==> config.mk <==
export PLATFORM = sky130hd
export DESIGN_NAME = rld_fifo_wr_arbiter
export DESIGN_NICKNAME = d
export VERILOG_FILES = /design/src/rtl/rld_fifo_pkg.sv /design/src/rtl/rr_arbiter.sv /design/src/rtl/rld_fifo_wr_arbiter.sv
export SDC_FILE = /design/constraint.sdc
export NUM_CORES = 1
export LEC_CHECK = 0
export BUFFER_PORTS_ARGS = -buffer_cell sky130_fd_sc_hd__buf_2
export CORE_AREA = 2 2 555 557
export DETAILED_ROUTE_END_ITERATION = 8
export DIE_AREA = 0 0 557 559
export PLACE_DENSITY = 0.3
export SLEW_MARGIN = 20
export SYNTH_ARGS = -nofsm -noshare
export SYNTH_HDL_FRONTEND = slang
export SYNTH_HIERARCHICAL = 1
export SYNTH_SLANG_ARGS = --single-unit
==> constraint.sdc <==
create_clock -name memclk -period 3.4 [get_ports memclk]
set_input_delay 0 -clock memclk [delete_from_list [all_inputs] [get_ports memclk]]
set_output_delay 0 -clock memclk [all_outputs]
set_load 0.01 [all_outputs]
==> src/rtl/rld_fifo_pkg.sv <==
// Shared constants, helpers and FSM encoding for the RLDRAM packet FIFO arbiters.
package rld_fifo_pkg;
  localparam int META_W           = 16;
  localparam int CTRL_W           = 6;
  localparam int CTRL_LSB         = 0;
  localparam int META_LSB         = CTRL_LSB + CTRL_W;
  localparam int DATA_LSB         = META_LSB + META_W;
  localparam int TDATA_WIDTH_DFLT = 32;

  // Packed word is {tdata, meta, ctrl}; tdata width is given in bytes.
  function automatic int word_w(input int tdata_bytes);
    return 8 * tdata_bytes + META_W + CTRL_W;
  endfunction

  localparam int WORD_W = word_w(TDATA_WIDTH_DFLT);

  function automatic int clog2(input int v);
    int r;
    r = 0;
    for (int i = 0; i < 31; i++)
      if ((1 << i) < v) r = i + 1;
    return r;
  endfunction

  typedef enum logic {
    IDLE  = 1'b0,
    BURST = 1'b1
  } arb_state_e;
endpackage

==> src/rtl/rr_arbiter.sv <==
// Combinational round-robin picker: first requester after 'last', wrapping.
module rr_arbiter #(
  parameter int N   = 4,
  parameter int IDW = 2
) (
  input  logic [N-1:0]   req,
  input  logic [IDW-1:0] last,
  output logic [N-1:0]   gnt_onehot,
  output logic [IDW-1:0] gnt_id,
  output logic           any
);
  // Scan last+1, last+2, ... ; the IDW-bit add wraps because N is a power of two.
  always_comb begin
    logic [IDW-1:0] idx;
    idx        = '0;
    gnt_id     = '0;
    any        = 1'b0;
    gnt_onehot = '0;
    for (int i = 1; i <= N; i++) begin
      idx = last + IDW'(i);
      if (!any && req[idx]) begin
        gnt_id = idx;
        any    = 1'b1;
      end
    end
    if (any) gnt_onehot[gnt_id] = 1'b1;
  end
endmodule

==> src/rtl/rld_fifo_wr_arbiter.sv <==
// Write-side arbiter: grants one eligible ingress queue round-robin and streams
// one BURST_LEN-word burst from it to the RLDRAM write path.
module rld_fifo_wr_arbiter
  import rld_fifo_pkg::*;
#(
  parameter int TDATA_WIDTH    = 32,
  parameter int NUM_QUEUES     = 4,
  parameter int QUEUE_ID_WIDTH = 2,
  parameter int BURST_LEN      = 4,
  localparam int WW            = word_w(TDATA_WIDTH)
) (
  input  logic                      memclk,
  input  logic                      reset,
  input  logic [NUM_QUEUES*WW-1:0]  in_data,
  input  logic [NUM_QUEUES-1:0]     in_burst_avail,
  output logic [NUM_QUEUES-1:0]     in_rd_en,
  input  logic [NUM_QUEUES-1:0]     mem_queue_full,
  output logic                      wr_valid,
  input  logic                      wr_ready,
  output logic [WW-1:0]             wr_data,
  output logic [QUEUE_ID_WIDTH-1:0] wr_queue_id,
  output logic                      wr_first,
  output logic                      wr_last,
  output logic [NUM_QUEUES-1:0]     burst_done
);
  localparam int CNT_W = clog2(BURST_LEN + 1);
  localparam logic [CNT_W-1:0] CNT_MAX  = CNT_W'(BURST_LEN);
  localparam logic [CNT_W-1:0] CNT_LAST = CNT_W'(BURST_LEN - 1);

  arb_state_e                state_q;
  logic [NUM_QUEUES-1:0]     grant_oh_q;
  logic [QUEUE_ID_WIDTH-1:0] last_grant_q;
  logic [QUEUE_ID_WIDTH-1:0] wr_queue_id_q;
  logic [CNT_W-1:0]          issue_cnt_q;
  logic                      wr_valid_q, wr_first_q, wr_last_q;
  logic [WW-1:0]             wr_data_q;
  logic [NUM_QUEUES-1:0]     burst_done_q;

  logic [NUM_QUEUES-1:0]     elig, rr_oh;
  logic [QUEUE_ID_WIDTH-1:0] rr_id;
  logic                      rr_any, pop;

  assign elig = in_burst_avail & ~mem_queue_full;

  rr_arbiter #(.N(NUM_QUEUES), .IDW(QUEUE_ID_WIDTH)) u_rr (
    .req        (elig),
    .last       (last_grant_q),
    .gnt_onehot (rr_oh),
    .gnt_id     (rr_id),
    .any        (rr_any)
  );

  // Pop while words remain and the output register is empty or draining.
  assign pop      = (state_q == BURST) && (issue_cnt_q < CNT_MAX) && (!wr_valid_q || wr_ready);
  assign in_rd_en = reset ? '0 : ({NUM_QUEUES{pop}} & grant_oh_q);

  // Grant/burst FSM with registered write-beat outputs.
  always_ff @(posedge memclk) begin
    if (reset) begin
      state_q       <= IDLE;
      grant_oh_q    <= '0;
      last_grant_q  <= QUEUE_ID_WIDTH'(NUM_QUEUES - 1);
      wr_queue_id_q <= '0;
      issue_cnt_q   <= '0;
      wr_valid_q    <= 1'b0;
      wr_first_q    <= 1'b0;
      wr_last_q     <= 1'b0;
      wr_data_q     <= '0;
      burst_done_q  <= '0;
    end else begin
      burst_done_q <= '0;
      case (state_q)
        IDLE: begin
          if (rr_any) begin
            grant_oh_q    <= rr_oh;
            wr_queue_id_q <= rr_id;
            last_grant_q  <= rr_id;
            issue_cnt_q   <= '0;
            state_q       <= BURST;
          end
        end
        BURST: begin
          if (pop) begin
            wr_data_q   <= in_data[int'(wr_queue_id_q)*WW +: WW];
            wr_valid_q  <= 1'b1;
            wr_first_q  <= (issue_cnt_q == '0);
            wr_last_q   <= (issue_cnt_q == CNT_LAST);
            issue_cnt_q <= issue_cnt_q + CNT_W'(1);
          end else if (wr_valid_q && wr_ready) begin
            wr_valid_q <= 1'b0;
            if (wr_last_q) begin
              burst_done_q <= grant_oh_q;
              state_q      <= IDLE;
            end
          end
        end
        default: state_q <= IDLE;
      endcase
    end
  end

  assign wr_valid    = wr_valid_q;
  assign wr_data     = wr_data_q;
  assign wr_queue_id = wr_queue_id_q;
  assign wr_first    = wr_first_q;
  assign wr_last     = wr_last_q;
  assign burst_done  = burst_done_q;
endmodule
[Word-level counts from Yosys, hierarchy flattened]
Index checks and enable logic that the tools add are counted.
Operators by class
  $add $sub $neg: 4
  $mul: 1
  divide/modulo/power cells: 0
  order comparisons: 7
  equal/unequal tests: 3
  shift-type cells: 1
  mux-type cells: 29
  bitwise gates (word level): 6
  reduce and logical (&&, ||, !) cells: 19
Operators with widths (number)
  $shiftx 1112x12->278: 1
  $lt 2x3->1 const B: 5
  $mux 1: 15
  $mul 2x8->10 const B: 1
  $and 4x4->4: 2
  $bmux 1 s2: 4
  $mux 2: 4
  $reduce_and 2->1: 4
  $logic_and 1x1->1: 7
  $mux 3: 2
  $pmux 3 s2: 1
  $reduce_or 5->1: 1
  $add 2x2->2 const B: 2
  $logic_not 1->1: 4
  $mux 4: 1
  $not 4->4: 1
  $add 3x1->3 const B: 1
  $eq 3x2->1 const B: 1
  $logic_not 3->1: 1
  $lt 3x3->1 const B: 1
  $not 1->1: 3
  $add 2x1->2 const B: 1
  $demux 1 s2: 1
  $ge 2x1->1 const B: 1
  5 further kinds: 5
Word-level totals
  flip-flop bits (word level): 297
  bits in latches: 0
  memory bits (writable): 0
  memory bits (read-only): 0
  bits of input ports: 1123
  output and inout port bits: 291
  logic and storage cells: 80
  memories kept: 0

[Logic depth before layout (Yosys ltp)]
Gate-level depths: netlist (run 1).
  word-level depth: 18
  gate-level depth with buffers: 8
  depth with buffers taken out: 6

[Modules after synthesis]
Netlist (run 1), hierarchy kept.
Modules (own cells, without submodules)
  rld_fifo_wr_arbiter: instances 1, cells each 1049, area each 15798.9 um^2, seq. area each 5945.7 um^2
  rr_arbiter: instances 1, cells each 34, area each 222.7 um^2, seq. area each 0.0 um^2

[Worst setup path after synthesis (run 1)]
Ideal clock, no wire load.
  path type: reg2reg
  from: register wr_queue_id_q[1], in the netlist wr_queue_id[1]
  to: register wr_data_q[29], in the netlist wr_data[29]
  library setup time: 0.117 ns
  arrival: 1.527 ns
  data required time: 3.283 ns
  setup slack: 1.757 ns
  stages on the path, launching flop included: 6
  buffers on the path: 3
  period minus slack after synthesis: 1.643 ns
  cells stage by stage: dfxtp_1 -> buf_2 -> buf_4 -> clkbuf_1 -> mux4_2 -> a22o_1
Between the ends
  cells in the longest elaborated chain, start to end: 2
Ends and longest elaborated chain
  start, declared: line rld_fifo_wr_arbiter.sv:33  | logic [QUEUE_ID_WIDTH-1:0] wr_queue_id_q;
  start signal, assigned: line rld_fifo_wr_arbiter.sv:76  | wr_queue_id_q <= rr_id;
  $mul 2x8->10: line rld_fifo_wr_arbiter.sv:84  | wr_data_q <= in_data[int'(wr_queue_id_q)*WW +: WW];
  $shiftx 1112x12->278: line rld_fifo_wr_arbiter.sv:84
  end signal, assigned: line rld_fifo_wr_arbiter.sv:84
  end, declared: line rld_fifo_wr_arbiter.sv:36  | logic [WW-1:0] wr_data_q;
No other way between the ends.
A chain may end at the register's enable or synchronous reset.

[Final worst setup path (run 1)]
  from: register wr_queue_id_q[0], in the netlist wr_queue_id[0]
  to: register wr_data_q[268], in the netlist wr_data[268]
Same word-level chain as after synthesis.

==> results of run 1 <==
layer usage:
layer / vias up / GRT usage (%) / wire length, um
met4: 214 / 5.29 / 10400
met3: 695 / 11.4 / 42000
met5: - / 0.0772 / 1440
met1: 10743 / 16.7 / 91700
li1: 8756 / - / -
met2: 1929 / 21.6 / 97900
layout by cell type, fill, tap and decap left out, types with 5 or more instances in the layout:
master         count
nor2_1             6
a22o_1           278
and2_1             8
clkinv_2           9
dlygate4sd3_1    571
nand2_1           19
clkinvlp_4         6
nor2b_1            7
a21oi_1           17
buf_12            19
inv_1              5
clkbuf_8           7
mux4_2           278
diode_2          122
nand3_1            5
dfxtp_1          295
buf_2           1413
clkbuf_1          10
buf_4             41
clkbuf_16         51
report_power, final:
| part | switching, mW | total (mW) | internal, mW |
|---|---|---|---|
| logic | 2.10 | 4.48 | 2.38 |
| clock network | 2.44 | 5.66 | 3.22 |
| registers | 0.312 | 4.12 | 3.81 |
worst max-delay path: stages, from the launching register on:
cell and delay, ps:
dfxtp_4 820, buf_12 310, buf_4 270, mux4_2 520, dlygate4sd3_1 580, a22o_1 180
repair_timing:
item	in CTS	in global routing
endpoints found under the hold margin	297	0
resized for setup	0	0
hold buffers	571	0
through the flow:
step | area [um^2] | power (mW) | cells | hold slack, ps
2_1_floorplan | 16000 | 5.62 | 1083 | 240
3_3_place_gp | 28100 | 7.79 | 6526 | 407
3_5_place_dp | 28100 | 7.77 | 6526 | 403
4_1_cts | 35500 | 14.6 | 7188 | 13.9
5_1_grt | 35700 | 14.9 | 7240 | 153
6_report | 35800 | 14.3 | 7310 | 119
registers in the layout (all words and copies together) (netlist names):
register,count
state_q,1
wr_valid,1
wr_last,1
wr_first,1
wr_data,278
last_grant_q,2
issue_cnt_q,3
wr_queue_id,2
grant_oh_q,4
burst_done,4
final cells by class:
class / count / area, um^2
Fill cell: 35098 / 269000
Inverter: 5 / 18.8
Tap cell: 4100 / 5130
Multi-Input combinational cell: 651 / 9260
Timing Repair Buffer: 2044 / 13500
Clock inverter: 23 / 299
Antenna cell: 122 / 305
Sequential cell: 297 / 5950
Clock buffer: 68 / 1410
kinds of logic after synthesis:
| family | Yosys count | share of synthesized area, % |
|---|---|---|
| AND/OR/NAND/NOR | 55 | 1.75 |
| adder cells (fa/ha/maj) | 3 | 0.234 |
| AO/OA/AOI/OAI | 315 | 16.7 |
| flip-flops | 297 | 37.1 |
| buffers and inverters | 135 | 5.15 |
| multiplexers | 278 | 39.1 |
worst paths after layout:
| path | end | startpoint | cells after the start |
|---|---|---|---|
| max | wr_data[268]$_SDFFE_PP0P_ | wr_queue_id[0]$_SDFFE_PP0P_ | 5 |
| min | last_grant_q[0]$_SDFFE_PP1P_ | in_burst_avail[0] | 7 |
| max reg2reg | wr_data[268]$_SDFFE_PP0P_ | wr_queue_id[0]$_SDFFE_PP0P_ | 5 |
| min reg2reg | wr_data[129]$_SDFFE_PP0P_ | wr_data[129]$_SDFFE_PP0P_ | 1 |
==> results.yml, run 1 <==
timing:
  final_hold_viol_count: 0
  period_share_pct: 87.4
  fin_tns_setup_ps: 0
  fin_skew_ps: 41.0
  slew-limit-headroom_pct: 38.6
  setup_viol: 0
  setup_slack_ps: 429
  worst_pin_slew_ps: 921
  min_period_ps: 2970
  slew_viol_final: 0
  timing.fmax_mhz: 337
  rsz0062_at_grt: "no"
die:
  die_w_um: 557
  core_area_um2: 305000
  pin_count: 1414
  num_rows: 203
  initial_utilization_pct: 5.25
  die-area_um2: 311000
  fp.dieH_um: 559
worst_setup_path:
  critPathLaunchType: "register"
  critPathCaptureType: "register"
  critPathKind: "reg -> reg"
  cp.arrival_ps: 3600
  worstPathRequired_ps: 4030
  cp_max_fo: 20
  reg2reg_slack_ps: 430
yosys:
  avgSynthCellArea_um2: 14.8
  synth.largest_area_cell: "mux4_2"
  synth_common_cells: "297 x dfxtp_1, 278 x a22o_1, 278 x mux4_2, 81 x buf_2, 26 x buf_6"
  yosysSeqAreaShare_pct: 37.1
  synth.area.top_cells: "mux4_2 39%, dfxtp_1 37%, a22o_1 15%, buf_2 2.5%, buf_6 1.8%"
  synth_cell_types: 35
  synth.cell_area_um2: 16000
  synth_top_area_share_pct: 39.1
  synth_cells: 1083
  async_reset_ff_share_pct: 0
  ys.flop_type: "dfxtp_1"
  ys_warn_count: 6
  synth-seq-cells: 297
  yosysMostFrequentCell: "dfxtp_1"
  synth_nets: 2209
  synth-edff-count: 0
clock_tree:
  cts_max_level: 2
  cts_root_buffer: "clkbuf_16"
  clk_pin_slew_ps: 60
  cts_buffer_depth: 3
  postCtsSetupRepairBufs: 0
  cts_tree: "done"
  insertion_delay_ps: 720
  cts_sinks: 297
  cts_made_buffers: 50
layout:
  area_growth_pct: 124
  fin_util_pct: 11.8
  nets: 4175
  drive_above_1_share_pct: 59.5
global_routing:
  overflow: 0
  grt_pass1_vias: 22018
  grt_max_degree: 90
  grt_pass1_wl_mm: 290
  antenna_found_initial: 414
  grtUsageTotal_pct: 15.0
routing:
  drtPass1Iterations: 5
  antenna_left: 0
  via_count: 22337
  viasPerCell: 3.06
  drcViolationCount: 0
  initialDrtViolationCount: 1697
  wirelength_mm: 243
  routedWlPerCell_um: 33.3
run:
  maxCapViolations: 0
place:
  dpl.hpwl_mm: 218
  post-place-ws_ps: 860
  gp_congestion: 0.973
  portBuffers: 1413
min_path:
  hp-class: "in -> reg"
pwr:
  p_per_area_nw_per_um2: 398
  ir_worst_vdd_mv: 0.402
  p_leak_nw: 14.6
status:
  status: "finished, final reports clean"
Note: power is estimated with default switching activity, not from simulation.
==> inputs of run 2 (changes only) <==
- ABC_AREA: default -> 1
- CORE_AREA: 2 2 555 557 -> 2 2 559 561
- DIE_AREA: 0 0 557 559 -> 0 0 561 563
==> run 2 against run 1 <==
Effect of this change: clock-buffer cell count fell by 1; sequential cell count is the same; final area up 19%; critical path depth rose by 3; total power up 130%; worst hold slack better by 56 ps; worst setup slack got worse by 320 ps; global-route usage fell by 0.44 points; critical path type unchanged.
==> results.yml, run 2 <==
worst_setup_path:
  cp.arrival_ps: 3850
  critPathKind: "reg -> reg"
  critPathLaunchType: "register"
  critPathCaptureType: "register"
  worstPathRequired_ps: 3960
  cp_max_fo: 73
yosys:
  synth_common_cells: "1989 x nand2_1, 572 x nand3_1, 304 x inv_1, 297 x dfxtp_1, 291 x a21oi_1"
  async_reset_ff_share_pct: 0
  synth_cell_types: 21
  synth_top_area_share_pct: 36.4
  avgSynthCellArea_um2: 5.41
  synth.cell_area_um2: 20500
  synth-edff-count: 0
  ys.flop_type: "dfxtp_1"
  ys_warn_count: 6
  synth-seq-cells: 297
  yosysMostFrequentCell: "nand2_1"
  synth.largest_area_cell: "nand2_1"
  synth.area.top_cells: "nand2_1 36%, dfxtp_1 29%, nand3_1 14%, a21oi_1 7.1%, inv_1 5.6%"
  synth_cells: 3793
  yosysSeqAreaShare_pct: 29.0
  synth_nets: 4919
global_routing:
  grt_pass1_wl_mm: 312
  grt_pass1_vias: 34141
  overflow: 0
  antenna_found_initial: 187
  grt_max_degree: 124
  grtUsageTotal_pct: 14.6
die:
  pin_count: 1414
  num_rows: 205
  die-area_um2: 316000
  die_w_um: 561
  fp.dieH_um: 563
  core_area_um2: 310000
  initial_utilization_pct: 6.62
routing:
  wirelength_mm: 240
  drtPass1Iterations: 5
  antenna_left: 0
  initialDrtViolationCount: 2111
  routedWlPerCell_um: 23.7
  drcViolationCount: 0
  via_count: 34137
  viasPerCell: 3.37
timing:
  rsz0062_at_grt: "no"
  period_share_pct: 96.8
  slew-limit-headroom_pct: 14.7
  fin_tns_setup_ps: 0
  fin_skew_ps: 28.6
  final_hold_viol_count: 0
  setup_viol: 0
  setup_slack_ps: 107
  slew_viol_final: 0
  timing.fmax_mhz: 304
  worst_pin_slew_ps: 1280
  min_period_ps: 3290
status:
  status: "finished, final reports clean"
run:
  maxCapViolations: 0
place:
  placed_cell_area_um2: 32400
  post-place-ws_ps: 1080
  gp_congestion: 0.944
  dpl.hpwl_mm: 201
  dp.cells: 9150
  portBuffers: 1413
layout:
  nets: 7024
  largest_reg_flops: 278
  fin_cells: 10130
  final_cell_mix: "1989 x nand2_1, 1413 x buf_2, 837 x dlygate4sd3_1"
  area_growth_pct: 108
  fin_area_um2: 42600
  drive_above_1_share_pct: 27.1
  mostFrequentLayoutCell: "nand2_1"
clock_tree:
  cts_tree: "done"
  cts_max_level: 2
  cts_root_buffer: "clkbuf_16"
  clk_pin_slew_ps: 60
  cts_buffer_depth: 3
  cts_made_buffers: 49
  insertion_delay_ps: 700
  cts_sinks: 297
pwr:
  ir_worst_vdd_mv: 0.398
  power_mw: 33.2
  p_leak_nw: 20.6
  p_per_area_nw_per_um2: 779
min_path:
  hp-class: "in -> reg"
run 2: cell count changes in the layout (fill, tap and decap cells not counted), sizes merged, moves of 9 or more:
cell,delta
nand2,+1985
nand3,+568
inv,+306
a22o,-278
mux4,-278
a21oi,+273
dlygate4sd3,+266
diode,-69
buf,+24
nor2,+13
and2,-9
run 2: critical path, cell delays in order (launching register included):
cell,delay [ps]
dfxtp_4,510
clkinv_8,440
buf_12,420
nand2_1,230
nand3_1,90
dlygate4sd3_1,570
nand2_1,90
dlygate4sd3_1,590
a21oi_1,70
run 2: cells by family after synthesis:
| family | synth area share (%) |
|---|---|
| AO/OA/AOI/OAI | 7.26 |
| buffers and inverters | 12.1 |
| AND/OR/NAND/NOR | 51.5 |
| adder cells (fa/ha/maj) | 0.183 |
| flip-flops | 29.0 |
run 2: cell type report:
type	instances	area [um^2]
antenna	53	133
clock buffer	67	1440
clock inverter	23	262
fill	36744	268000
inverter	312	1210
multi-input combinational	2904	12100
sequential	297	5950
tap	4140	5180
timing repair buffer	2334	16300
run 2: per-stage QoR:
step / hold WS (ps) / util [%]
6_report: 175 / 13.7
5_1_grt: 88.5 / 13.7
4_1_cts: 68.8 / 13.7
3_5_place_dp: 363 / 10.4
3_3_place_gp: 359 / 10.4
2_1_floorplan: 145 / -
run 2: final timing paths:
| path | startpoint | end | slack, ps | cells after the start |
|---|---|---|---|---|
| max reg2reg | wr_queue_id[0]$_SDFFE_PP0P_ | wr_data[127]$_SDFFE_PP0P_ | 110 | 8 |
| min | in_data[546] | wr_data[268]$_SDFFE_PP0P_ | 180 | 5 |
| min reg2reg | wr_first$_SDFFE_PP0P_ | wr_first$_SDFFE_PP0P_ | 490 | 2 |
| max | wr_queue_id[0]$_SDFFE_PP0P_ | wr_data[127]$_SDFFE_PP0P_ | 110 | 8 |
run 2: where the power goes:
part	leakage (nW)	total [mW]	internal, mW	switching, mW
clock	0.835	5.63	3.32	2.31
sequential	2.46	5.44	4.62	0.817
combinational	17.3	22.1	9.07	13.1
total	20.6	33.2	17.0	16.2
run 2: metal layers:
metal	GRT usage, %	wire length (um)
met5	0	879
met4	3.74	6920
met3	7.39	29000
met1	16.7	95500
met2	23.8	108000
run 2: repair_timing:
item | CTS | global route
hold endpoints to repair | 289 | 0
buffers inserted | 0 | 0
hold buffers | 837 | 0
resized for setup | 0 | 3
setup endpoints to repair | 0 | 20
==> inputs of run 3 (changes only) <==
- CTS_BUF_LIST: default -> sky130_fd_sc_hd__clkbuf_4
==> run 3 against run 2 <==
Effect of this change: the flow now stops in clock tree synthesis; synthesized area unchanged; synthesized cell count is the same.
==> results.yml, run 3 <==
status:
  status: "aborted with a tool error"
  haltStage: "clock tree synthesis"
  error: "[ERROR RSZ-0060] Max buffer count reached."
clock_tree:
  postCtsSetupRepairBufs: 0
  cts_made_buffers: 115
  postCtsHoldBufs: 1871
  cts_max_level: 3
  cts_sinks: 297
  cts-resized-gates: 0
  cts_buffer_depth: 4
  cts_root_buffer: "clkbuf_4"
yosys:
  synth_nets: 4919
  synth_mux_area_share_pct: 0
  synth.largest_area_cell: "nand2_1"
  ys.flop_type: "dfxtp_1"
  async_reset_ff_share_pct: 0
  synth.area.top_cells: "nand2_1 36%, dfxtp_1 29%, nand3_1 14%, a21oi_1 7.1%, inv_1 5.6%"
  synthXorXnorAreaFrac_pct: 0
  ys_warn_count: 6
  yosysSeqAreaShare_pct: 29.0
  synth_simple_gate_area_share_pct: 51.5
  synth_cell_types: 21
  synth_top_area_share_pct: 36.4
  synth-edff-count: 0
  synth-seq-cells: 297
  avgSynthCellArea_um2: 5.41
  synth.cell_area_um2: 20500
  yosysMostFrequentCell: "nand2_1"
  synth_common_cells: "1989 x nand2_1, 572 x nand3_1, 304 x inv_1, 297 x dfxtp_1, 291 x a21oi_1"
  synth_compound_area_share_pct: 7.26
  synth_cells: 3793
  synth_fa_ha_area_share_pct: 0.183
  synth_top_family_by_area: "simple AND/OR/NAND/NOR gates"
die:
  fp.dieH_um: 563
  pin_count: 1414
  num_rows: 205
  die_w_um: 561
  initial_utilization_pct: 6.62
place:
  dp.cells: 9150
  dpl.hpwl_mm: 201
  gp_congestion: 0.944
  portBuffers: 1413
-- run 3: cell counts after synthesis --
No cell type changed its count.
-- run 3: stage by stage --
stage / hold WS, ps / setup slack, ps / instance area (um^2)
3_5_place_dp: 363 / 1080 / 32400
3_3_place_gp: 359 / 1060 / 32400
2_1_floorplan: 145 / 1670 / 20500
-- run 3: cell families after synthesis --
group	after synthesis
AOI/OAI and AO/OA	298
adders and majority gates	3
buffers and inverters	592
DFF	297
and+or+nand+nor	2603
==> inputs of run 4 (changes only) <==
- CORE_AREA: 2 2 559 561 -> 2 2 555 557
- CTS_BUF_LIST: sky130_fd_sc_hd__clkbuf_4 -> default
- DIE_AREA: 0 0 561 563 -> 0 0 557 559
- PLACE_DENSITY: 0.3 -> default
- PLACE_DENSITY_LB_ADDON: default -> 0.15
==> run 4 against run 3 <==
Effect of this change: the run now ends clean.
==> results.yml, run 4 (synthesized netlist as in run 2, its figures left out) <==
clock_tree:
  cts_max_level: 2
  cts_sinks: 297
  clk_pin_slew_ps: 60
  cts_root_buffer: "clkbuf_16"
  cts_tree: "done"
  cts_buffer_depth: 3
  cts_made_buffers: 50
  insertion_delay_ps: 680
  postCtsSetupRepairBufs: 0
worst_setup_path:
  critical_path.max_stage_delay_ps: 600
  worstPathCellList: "buf_12 > nand2_1 > nand3_1 > dlygate4sd3_1 > nand2_1 > dlygate4sd3_1 > a21oi_1"
  slowest_stage: "dfxtp_4"
  worstPathRequired_ps: 3980
  cp.arrival_ps: 3950
  critPathLaunchType: "register"
  critPathKind: "reg -> reg"
  cp_max_fo: 152
  critPathCaptureType: "register"
timing:
  fin_skew_ps: 34.8
  fin_tns_setup_ps: 0
  holdWs_ps: 45.7
  setup_slack_ps: 34.9
  final_hold_viol_count: 0
  min_period_ps: 3370
  slew-limit-headroom_pct: 20.0
  slew_viol_final: 0
  timing.fmax_mhz: 297
  worst_pin_slew_ps: 1200
  setup_viol: 0
  rsz0062_at_grt: "no"
  period_share_pct: 99.0
pwr:
  p_per_area_nw_per_um2: 779
  p_leak_nw: 20.6
  ir_worst_vdd_mv: 0.433
  power_mw: 33.2
die:
  fp.dieH_um: 559
  num_rows: 203
  initial_utilization_pct: 6.73
  die-area_um2: 311000
  die_w_um: 557
  core_area_um2: 305000
  pin_count: 1414
routing:
  viasPerCell: 3.31
  drcViolationCount: 0
  routedWlPerCell_um: 22.6
  antenna_left: 0
  wirelength_mm: 229
  initialDrtViolationCount: 1839
  drtPass1Iterations: 5
  via_count: 33388
layout:
  largest_reg_flops: 278
  mostFrequentLayoutCell: "nand2_1"
  area_growth_pct: 108
  nets: 7032
  drive_above_1_share_pct: 27.1
  final_cell_mix: "1989 x nand2_1, 1413 x buf_2, 837 x dlygate4sd3_1"
  fin_cells: 10092
  fillers: 36069
global_routing:
  overflow: 0
  grt_max_degree: 153
  antenna_found_initial: 146
  grt_pass1_vias: 34118
  grt_pass1_wl_mm: 300
  grtUsageTotal_pct: 14.1
place:
  gp_congestion: 0.894
  dpl.hpwl_mm: 190
  dp.cells: 9117
  portBuffers: 1413
  post-place-ws_ps: 805
status:
  status: "finished, final reports clean"
min_path:
  hp-class: "in -> reg"
run:
  maxCapViolations: 0
[run 4: routing by layer]
| layer | global-route usage, % | vias to the layer above | part of all wire [%] |
|---|---|---|---|
| li1 | - | 16043 | - |
| met1 | 16.2 | 15556 | 40 |
| met2 | 23.7 | 1366 | 47 |
| met4 | 3.48 | 110 | 2.4 |
| met3 | 5.96 | 313 | 10 |
| met5 | 0 | - | 0.32 |
[run 4: critical path, delay by kind of cell (launching register included)]
family | cells | cell delay [ps]
buffers and inverters | 3 | 1490
and+or+nand+nor | 3 | 680
AOI/OAI and AO/OA | 1 | 120
DFF | 1 | 600
[run 4: repair_timing]
item	4_1_cts	5_1_grt
hold buffers	837	0
resized for setup	0	3
endpoints found under the hold margin	289	0
setup endpoints to repair	0	4
[run 4: area by class of cell]
cell class	count	area, um^2	share of cell area, %
repair buffers	2341	16400	38.5
multi-input cells	2904	12100	28.4
flip-flops and latches	297	5950	14.0
well taps	4100	5130	12.0
clock buffers	66	1390	3.26
inverters	312	1210	2.83
clock inverters	25	312	0.730
diodes	47	118	0.276
[run 4: power by group]
group	leakage, nW	internal (mW)	switching (mW)
combinational	17.3	9.01	13.1
sequential	2.46	4.62	0.836
clock	0.841	3.39	2.27
total	20.6	17.0	16.2
[run 4: worst paths after layout]
kind | from | endpoint | slack [ps] | cells after the start
worst min-delay path | in_data[272] | wr_data[272]$_SDFFE_PP0P_ | 50 | 5
worst max-delay path | wr_queue_id[0]$_SDFFE_PP0P_ | wr_data[4]$_SDFFE_PP0P_ | 30 | 7
worst min register to register | grant_oh_q[0]$_SDFFE_PP0P_ | burst_done[0]$_SDFF_PP0_ | 480 | 2
worst max register to register | wr_queue_id[0]$_SDFFE_PP0P_ | wr_data[4]$_SDFFE_PP0P_ | 30 | 7
[run 4: stage by stage]
stage	area, um^2	util (%)
6_report	42700	14.0
5_1_grt	42600	14.0
4_1_cts	42500	13.9
3_5_place_dp	32500	10.6
3_3_place_gp	32500	10.6
2_1_floorplan	20500	-
